`config.mk`:
```
export PLATFORM = sky130hd
export DESIGN_NAME = lane_ctrl
export DESIGN_NICKNAME = d
export VERILOG_FILES = /design/src/rtl/lane_ctrl.sv
export SDC_FILE = /design/constraint.sdc
export NUM_CORES = 1
export LEC_CHECK = 0
export ABC_AREA = 1
export CAP_MARGIN = 20
export CORE_MARGIN = 3
export CORE_UTILIZATION = 53
export CTS_CLUSTER_DIAMETER = 60
export CTS_CLUSTER_SIZE = 30
export DETAILED_ROUTE_END_ITERATION = 10
export GPL_TIMING_DRIVEN = 0
export PLACE_DENSITY = 0.78
export SLEW_MARGIN = 10
export SYNTH_ARGS = -nofsm -noshare
export SYNTH_HDL_FRONTEND = slang
export SYNTH_SLANG_ARGS = --single-unit
```
`constraint.sdc`:
```
create_clock -name i_Clk -period 2.7 [get_ports i_Clk]
set_input_delay 0.54 -clock i_Clk [delete_from_list [all_inputs] [get_ports i_Clk]]
set_output_delay 0.54 -clock i_Clk [all_outputs]
set_load 0.02 [all_outputs]
```
`src/rtl/lane_ctrl.sv`:
```
// -----------------------------------------------------------------------------
// lane_ctrl
//
// Purpose:
//    Controls one lane of objects (cars or logs) that travel across a row of
//    tiles. A programmable tick counter produces a lane step every o_Period
//    enabled clocks. On each step every object moves one tile in the lane
//    direction, wrapping at the lane edges. Level-up pulses shorten the step
//    period down to a floor. A level-reset pulse restores the initial state.
//    The block also reports whether a display query tile is occupied and
//    whether the player (frog) overlaps an object.
//
// Ports:
//    i_Clk         system clock
//    i_Rst_L       asynchronous active-low reset
//    i_Enable      motion enable; the tick counter holds while low
//    i_Level_Up    one-clock pulse, shortens the step period
//    i_Level_Reset one-clock pulse, restores period, counter and positions
//    i_Query_X/Y   display tile under test
//    i_Frog_X/Y    player tile
//    o_Hit_Query   combinational: an object occupies the query tile
//    o_Collide     registered: player overlapped an object on the last clock
//    o_Step        one-clock pulse on the cycle the lane moves
//    o_Period      current clocks-per-step
// -----------------------------------------------------------------------------
module lane_ctrl #(
   parameter int unsigned c_NUM_OBJ      = 3,
   parameter int unsigned c_MAX_X        = 14,
   parameter int unsigned c_INIT_Y       = 11,
   parameter int unsigned c_DIR          = 0,
   parameter int unsigned c_SPACING      = 5,
   parameter int unsigned c_SLOW_COUNT   = 4000000,
   parameter int unsigned c_SPEEDUP_STEP = 500000,
   parameter int unsigned c_MIN_COUNT    = 1000000
) (
   input  logic        i_Clk,
   input  logic        i_Rst_L,
   input  logic        i_Enable,
   input  logic        i_Level_Up,
   input  logic        i_Level_Reset,
   input  logic [5:0]  i_Query_X,
   input  logic [5:0]  i_Query_Y,
   input  logic [5:0]  i_Frog_X,
   input  logic [5:0]  i_Frog_Y,
   output logic        o_Hit_Query,
   output logic        o_Collide,
   output logic        o_Step,
   output logic [23:0] o_Period
);

   // Elaboration-time constants at the widths the datapath uses.
   localparam logic [5:0]  c_LAST_X   = 6'(c_MAX_X - 32'd1);
   localparam logic [6:0]  c_WIDTH_X  = 7'(c_MAX_X);
   localparam logic [5:0]  c_ROW      = 6'(c_INIT_Y);
   localparam logic [23:0] c_SLOW     = 24'(c_SLOW_COUNT);
   localparam logic [23:0] c_STEP     = 24'(c_SPEEDUP_STEP);
   localparam logic [23:0] c_FLOOR    = 24'(c_MIN_COUNT);
   // Periods at or above this value can lose a full speed-up step and still
   // stay at or above the floor; below it the result saturates to the floor.
   localparam logic [24:0] c_SAT_EDGE = 25'(c_MIN_COUNT) + 25'(c_SPEEDUP_STEP);

   // Initial tile of object k; constant-folded at elaboration.
   function automatic logic [5:0] init_pos(input int unsigned k);
      return 6'((k * c_SPACING) % c_MAX_X);
   endfunction

   // One tile of travel in the lane direction with wrap at both edges.
   function automatic logic [5:0] move_pos(input logic [5:0] p);
      logic [5:0] n;
      if (c_DIR == 32'd0) begin
         if (p >= c_LAST_X) begin
            n = 6'd0;
         end else begin
            n = p + 6'd1;
         end
      end else begin
         if (p == 6'd0) begin
            n = c_LAST_X;
         end else begin
            n = p - 6'd1;
         end
      end
      return n;
   endfunction

   logic [5:0]  pos_q [c_NUM_OBJ];
   logic [5:0]  pos_d [c_NUM_OBJ];
   logic [23:0] tick_q;
   logic [23:0] tick_d;
   logic [23:0] period_q;
   logic [23:0] period_d;
   logic        step_q;
   logic        step_d;
   logic        collide_q;
   logic        collide_d;

   logic [23:0] period_last_s;
   logic        wrap_s;
   logic [23:0] faster_s;
   logic        query_match_s;
   logic        frog_match_s;

   // Step decision and saturating speed-up value.
   always_comb begin
      period_last_s = 24'd0;
      if (period_q != 24'd0) begin
         period_last_s = period_q - 24'd1;
      end else begin
         period_last_s = 24'd0;
      end
      // ">=" rather than "==": after a speed-up the counter may already sit
      // past the new terminal count and must wrap on the next enabled clock.
      wrap_s = i_Enable && (tick_q >= period_last_s);
      if ({1'b0, period_q} >= c_SAT_EDGE) begin
         faster_s = period_q - c_STEP;
      end else begin
         faster_s = c_FLOOR;
      end
   end

   // Next-state logic for counter, period, step pulse and positions.
   always_comb begin
      tick_d   = tick_q;
      period_d = period_q;
      step_d   = 1'b0;
      for (int unsigned k = 0; k < c_NUM_OBJ; k++) begin
         pos_d[k] = pos_q[k];
      end

      if (i_Level_Reset) begin
         // Level reset overrides both a pending step and a level-up.
         tick_d   = 24'd0;
         period_d = c_SLOW;
         step_d   = 1'b0;
         for (int unsigned k = 0; k < c_NUM_OBJ; k++) begin
            pos_d[k] = init_pos(k);
         end
      end else begin
         if (wrap_s) begin
            tick_d = 24'd0;
            step_d = 1'b1;
            for (int unsigned k = 0; k < c_NUM_OBJ; k++) begin
               pos_d[k] = move_pos(pos_q[k]);
            end
         end else if (i_Enable) begin
            tick_d = tick_q + 24'd1;
         end else begin
            tick_d = tick_q;
         end

         if (i_Level_Up) begin
            period_d = faster_s;
         end else begin
            period_d = period_q;
         end
      end
   end

   // Occupancy matches for the query tile and the player tile.
   always_comb begin
      query_match_s = 1'b0;
      frog_match_s  = 1'b0;
      for (int unsigned k = 0; k < c_NUM_OBJ; k++) begin
         query_match_s = query_match_s | (pos_q[k] == i_Query_X);
         frog_match_s  = frog_match_s  | (pos_q[k] == i_Frog_X);
      end
      collide_d = (i_Frog_Y == c_ROW) && frog_match_s;
   end

   // Lane state registers; reset restores the initial layout immediately.
   always_ff @(posedge i_Clk or negedge i_Rst_L) begin
      if (!i_Rst_L) begin
         tick_q    <= 24'd0;
         period_q  <= c_SLOW;
         step_q    <= 1'b0;
         collide_q <= 1'b0;
         for (int unsigned k = 0; k < c_NUM_OBJ; k++) begin
            pos_q[k] <= init_pos(k);
         end
      end else begin
         tick_q    <= tick_d;
         period_q  <= period_d;
         step_q    <= step_d;
         collide_q <= collide_d;
         for (int unsigned k = 0; k < c_NUM_OBJ; k++) begin
            pos_q[k] <= pos_d[k];
         end
      end
   end

   // Query lookup is combinational so the display can scan tiles directly;
   // the explicit range check keeps out-of-lane columns dark.
   assign o_Hit_Query = (i_Query_Y == c_ROW) &&
                        ({1'b0, i_Query_X} < c_WIDTH_X) &&
                        query_match_s;
   assign o_Collide   = collide_q;
   assign o_Step      = step_q;
   assign o_Period    = period_q;

endmodule

```
**After elaboration in Yosys (flattened, before gate mapping)**

Index checks and enable logic that the tools add are counted.
Widths: inputs -> output; s select.

- Input port bits: 29
- Output and inout port bits: 27
- Flip-flop bits (word level): 68
- Logic and storage cells: 53

- Multiplexer cells: 14
- $lt $le $gt $ge: 6
- Add/subtract/negate cells: 6
- Reductions and logical operators: 8
- Eq/ne operators: 8
- Bitwise logic cells: 4

Operators with widths:

| cell | count |
|---|---|
| $mux 24 | 7 |
| $eq 6x6->1 | 6 |
| $mux 18 | 2 |
| $add 24x1->24 const B | 1 |
| $ge 24x21->1 const B | 1 |
| $ge 24x24->1 | 1 |
| $reduce_bool 24->1 | 1 |
| $sub 24x1->24 const B | 1 |
| $sub 24x19->24 const B | 1 |
| $add 6x1->6 const B | 3 |
| $ge 6x4->1 const B | 3 |
| $mux 6 | 3 |
| $eq 6x4->1 const B | 2 |
| $lt 6x4->1 const B | 1 |
| $logic_and 1x1->1 | 4 |
| $or 1x1->1 | 4 |
| $reduce_bool 2->1 | 2 |
| $reduce_bool 3->1 | 1 |
| $mux 1 | 2 |

**Depth between registers and ports, before layout**

- Word-level depth: 6
- Mapped depth: 24
- Gate-level depth less buffers: 22

**Least setup slack after synthesis**

No wires, ideal clock.

- Path type: reg-to-reg
- Start point: reg period_q[14], in the netlist o_Period[14]
- End point: reg tick_q[21]
- Slack: -0.027 ns
- Required time: 2.579 ns
- Data arrival time: 2.606 ns
- Clock period less this slack: 2.727 ns
- Cell stages (with the launch flop): 23
- Setup time: 0.121 ns
- Buffers on the path: 2
- Path through: dfrtp_1 > buf_4 > nor2_4 > inv_2 > nor2_1 > nand2_1 > nor2_2 > inv_1 > nor2_2 > inv_1 > o21ai_2 > nand3_2 > ha_1 > nand2_1 > nor2_1 > nand2_1 > nor2_1 > nand2_1 > nand3_2 > nand2_2 > nand2_1 > buf_2 > nor2_1

- Longest elaborated chain between the ends: 6
- Elaborated cells between the ends (all ways): 8
- Classes of those cells: 1 x add/sub; 1 x order compare; 3 x mux; 3 x reduce/logical

RTL lines:

| what | RTL line | source |
|---|---|---|
| start: declaration | 90 | `logic [23:0] period_q;` |
| start signal: assignment | 174 | `period_q <= c_SLOW;` |
| start signal: assignment | 182 | `period_q <= period_d;` |
| $sub 24x1->24 / $reduce_bool 24->1 (equally long branches) | 107, 106 |  |
| $mux 24 * | 106 | `if (period_q != 24'd0) begin` |
| $ge 24x24->1 * | 113 | `wrap_s = i_Enable && (tick_q >= period_last_s);` |
| $logic_and 1x1->1 * | 113 |  |
| $mux 24 | 139 | `if (wrap_s) begin` |
| $mux 24 | 130 | `if (i_Level_Reset) begin` |
| end signal: assignment | 181 | `tick_q <= tick_d;` |
| end: declaration | 88 | `logic [23:0] tick_q;` |

Mark *: on every way between the ends. The rest lies on a longest branch, timed or not.
A chain may end at the register's enable or synchronous reset.

**Worst setup path after layout**

- Start point: reg period_q[5], in the netlist o_Period[5]
- End point: reg tick_q[16]

The elaborated chain is that of the path after synthesis.

==> flow_metrics.env <==
export IMPL_holdBufCountCts=0
export IMPL_finalWorstSetupSlack_ns=-0.2835
export IMPL_clkTransAtPathRegs_ns=0.08
export IMPL_grt_max_degree=64
export IMPL_fin_crit_sh_pct=110.5
export IMPL_fill_cells=778
export IMPL_num_antenna_cells=0
export IMPL_dr_total_vias=5877
export IMPL_final_nets=968
export IMPL_synth_simple_gate_area_share_pct=38.01
export IMPL_dpl_worst_slack_ns=-0.4864
export IMPL_ys_ff_latch=63
export IMPL_cp_start_kind="flop"
export IMPL_synthAdderAreaFrac_pct=8.189
export IMPL_synth_edf_count=0
export IMPL_die_area_mm2=0.01164
export IMPL_core_mm2=0.009910
export IMPL_grt_usage_pct=29.01
export IMPL_portBuffers=49
export IMPL_synth_xor_area_share_pct=5.892
export IMPL_r2r_slack_ns=-0.28
export IMPL_antenna_found_initial=0
export IMPL_initial_core_util_pct=55.51
export IMPL_clk_path_buf_depth=2
export IMPL_firstDrtPassIters=5
export IMPL_tightest_slew_ns=0.8347
export IMPL_cts_buffers=9
export IMPL_synth_top_family_by_area="simple AND/OR/NAND/NOR gates"
export IMPL_cts_sinks=63
export IMPL_dieHeight_um=107.9
export IMPL_rows=36
export IMPL_avgSynthCellArea_um2=6.799
export IMPL_wl_per_cell_um=16.24
export IMPL_finalMaxSlewViolations=0
export IMPL_p_leak_nw=3.429
export IMPL_synth_compound_area_share_pct=7.575
export IMPL_async_reset_ff_share_pct=100.0
export IMPL_reg2reg_depth=21
export IMPL_synthMuxAreaShare_pct=0
export IMPL_h_tree_depth=3
export IMPL_die_w_um=107.9
export IMPL_endpoint_kind="flop"
export IMPL_violations="negative setup slack"
export IMPL_ant_nets=0
export IMPL_worstPathArrival_ns=3.24
export IMPL_cap_violations=0
export IMPL_area_growth_syn_to_layout_pct=28.39
export IMPL_cts_tree="built"
export IMPL_ys_seq_area_share_pct=28.91
export IMPL_required_ns=2.96
export IMPL_netlist_area_mm2=0.005500
export IMPL_synth_flop_cell="dfrtp_1"
export IMPL_rsz0062_at_grt="yes"
export IMPL_drc=0
export IMPL_fin_skew_ns=0.02064
export IMPL_slew_headroom_pct=44.35
export IMPL_io_pins=56
export IMPL_place_gp_congestion=0.9496
export IMPL_grt_pass1_vias=5652
export IMPL_grt_overflow=0
export IMPL_fmax_ghz=0.3352
export IMPL_drive_above_1_share_pct=21.81
export IMPL_cts_root_buf="clkbuf_8"
export IMPL_wirelength_mm=16.91
export IMPL_initialDrtViolationCount=369
export IMPL_setup_viol=43
export IMPL_power_mw=3.400
export IMPL_ys_warn_count=0
export IMPL_power_density_mw_per_mm2=481.4
export IMPL_status="complete, but fails checks"
export IMPL_hpwlAfterDp_mm=11.67
export IMPL_setup_tns_ns=-11.14
export IMPL_crit_fanout=6
export IMPL_fin_crit_ns=2.983
export IMPL_timing_final_hold_violations=0
export IMPL_synth_cell_type_count=42
export IMPL_syn_inst=809
export IMPL_clk_latency_ns=0.38
export IMPL_critPathKind="flop to flop"
export IMPL_hold_path_class="input port to async pin"
export IMPL_vdd_ir_drop_max_uv=309.3
export IMPL_grt_pass1_wl_mm=26.77
export IMPL_viasPerCell=5.646
-- Yosys cell counts (8+ instances only) --
master    instances  area share (%)
nand2_1         151              10
nor2_1          144             9.8
inv_1           106             7.2
nand3_1          59             5.4
dfrtp_1          52              24
ha_1             36             8.2
nand4_1          31             3.5
o21ai_0          31             2.8
xor2_1           27             4.3
a21oi_1          20             1.8
nor3_1           18             1.6
nand3_2          12             2.2
dfstp_2          11             5.3
nand2_2          10             1.1
nor4_1           10             1.1
xnor2_1          10             1.6
clkbuf_1          9            0.61
buf_4             8             1.1
inv_2             8            0.55
-- worst paths after layout --
| kind | start | end |
|---|---|---|
| worst max register to register | o_Period[5]$_DFFE_PN0P_ | tick_q[16]$_DFFE_PN0P_ |
| worst min-delay path | i_Rst_L | o_Period[9]$_DFFE_PN0P_ |
| max in group asynchronous | i_Rst_L | o_Period[5]$_DFFE_PN0P_ |
| worst max-delay path | o_Period[5]$_DFFE_PN0P_ | tick_q[16]$_DFFE_PN0P_ |
| worst min register to register | pos_q[1]$_DFFE_PN1P_ | pos_q[1]$_DFFE_PN1P_ |
| min in group i_Clk | i_Enable | pos_q[16]$_DFFE_PN0P_ |
-- layout by cell type, fill, tap and decap left out, types with 4 or more instances in the layout --
cell type / instances
a21oi_1: 19
buf_4: 34
buf_6: 9
buf_8: 4
clkbuf_1: 9
clkbuf_8: 9
clkdlybuf4s50_1: 43
conb_1: 5
dfrtp_1: 47
dfrtp_2: 5
dfstp_2: 11
dlymetal6s2s_1: 4
ha_1: 29
ha_4: 6
inv_1: 99
inv_2: 12
nand2_1: 138
nand2_2: 20
nand3_1: 59
nand3_2: 9
nand3_4: 5
nand4_1: 31
nor2_1: 117
nor2_2: 22
nor2_4: 13
nor3_1: 17
nor4_1: 5
nor4_2: 5
o21ai_0: 30
o21ai_1: 5
o21ai_2: 5
o22ai_1: 5
xnor2_1: 10
xor2_1: 27
-- through the flow --
step / instance area, µm² / instances / util (%) / hold slack [ns]
after floorplan: 5528 / 813 / - / 0.2444
after global placement: 6185 / 995 / 62.41 / 0.5207
after detailed placement: 6182 / 995 / 62.39 / 0.5322
after CTS: 6845 / 1035 / 69.08 / 0.2940
after global routing: 7062 / 1041 / 71.26 / 0.3142
final: 7062 / 1041 / 71.26 / 0.2615
-- registers in the layout, indices dropped and copies added, names as in the netlist --
register	flops
tick_q	24
o_Period	19
pos_q	18
o_Collide	1
o_Step	1
-- metal layers --
metal  part of all wire (%)  global-route usage [%]
met5                      0                       0
met4                    4.8                   14.97
met3                    6.0                   4.619
met2                     49                   49.11
met1                     40                   35.46
-- cell families after synthesis --
logic type,Yosys count
compound gates,73
buf+inv,147
xor+xnor,37
flops,63
other cells,1
fa+ha+maj,36
simple gates,452
-- power by group --
| group | switching [mW] | total (mW) | internal, mW |
|---|---|---|---|
| logic | 0.784 | 1.30 | 0.515 |
| clock network | 0.455 | 0.984 | 0.529 |
| registers | 0.0917 | 1.12 | 1.02 |
| total | 1.33 | 3.40 | 2.07 |
-- cell type report --
type	instances	area [µm²]	share of cell area (%)
Timing Repair Buffer	79	753.2	10.67
Multi-Input combinational cell	603	3628	51.38
Clock buffer	9	123.9	1.754
Inverter	118	466.7	6.609
Buffer	29	224.0	3.172
Clock inverter	7	102.6	1.453
Sequential cell	63	1597	22.61
Tap cell	133	166.4	2.356
-- critical path, stage by stage, from the launching register on --
cell	delay, ns
dfrtp_2	0.44
inv_4	0.07
buf_4	0.13
ha_1	0.15
inv_1	0.06
nor2_2	0.16
inv_2	0.09
nor3_2	0.15
nand3_1	0.13
nor2_2	0.12
o21ai_2	0.07
ha_1	0.29
nand2_1	0.08
nor2_2	0.11
nand2_2	0.09
nor2_2	0.11
nand2_2	0.09
nand3_4	0.14
nand2_8	0.09
nand2_8	0.11
buf_8	0.16
nor2_2	0.04
-- repair_timing --
| item | CTS | global route |
|---|---|---|
| gates cloned | 4 | 0 |
| gates resized for setup | 67 | 47 |
| pin swaps | 26 | 16 |
| endpoints found under the setup margin | 44 | 44 |
| setup buffers | 20 | 6 |
No activity file was read; power rests on OpenSTA's default activity.
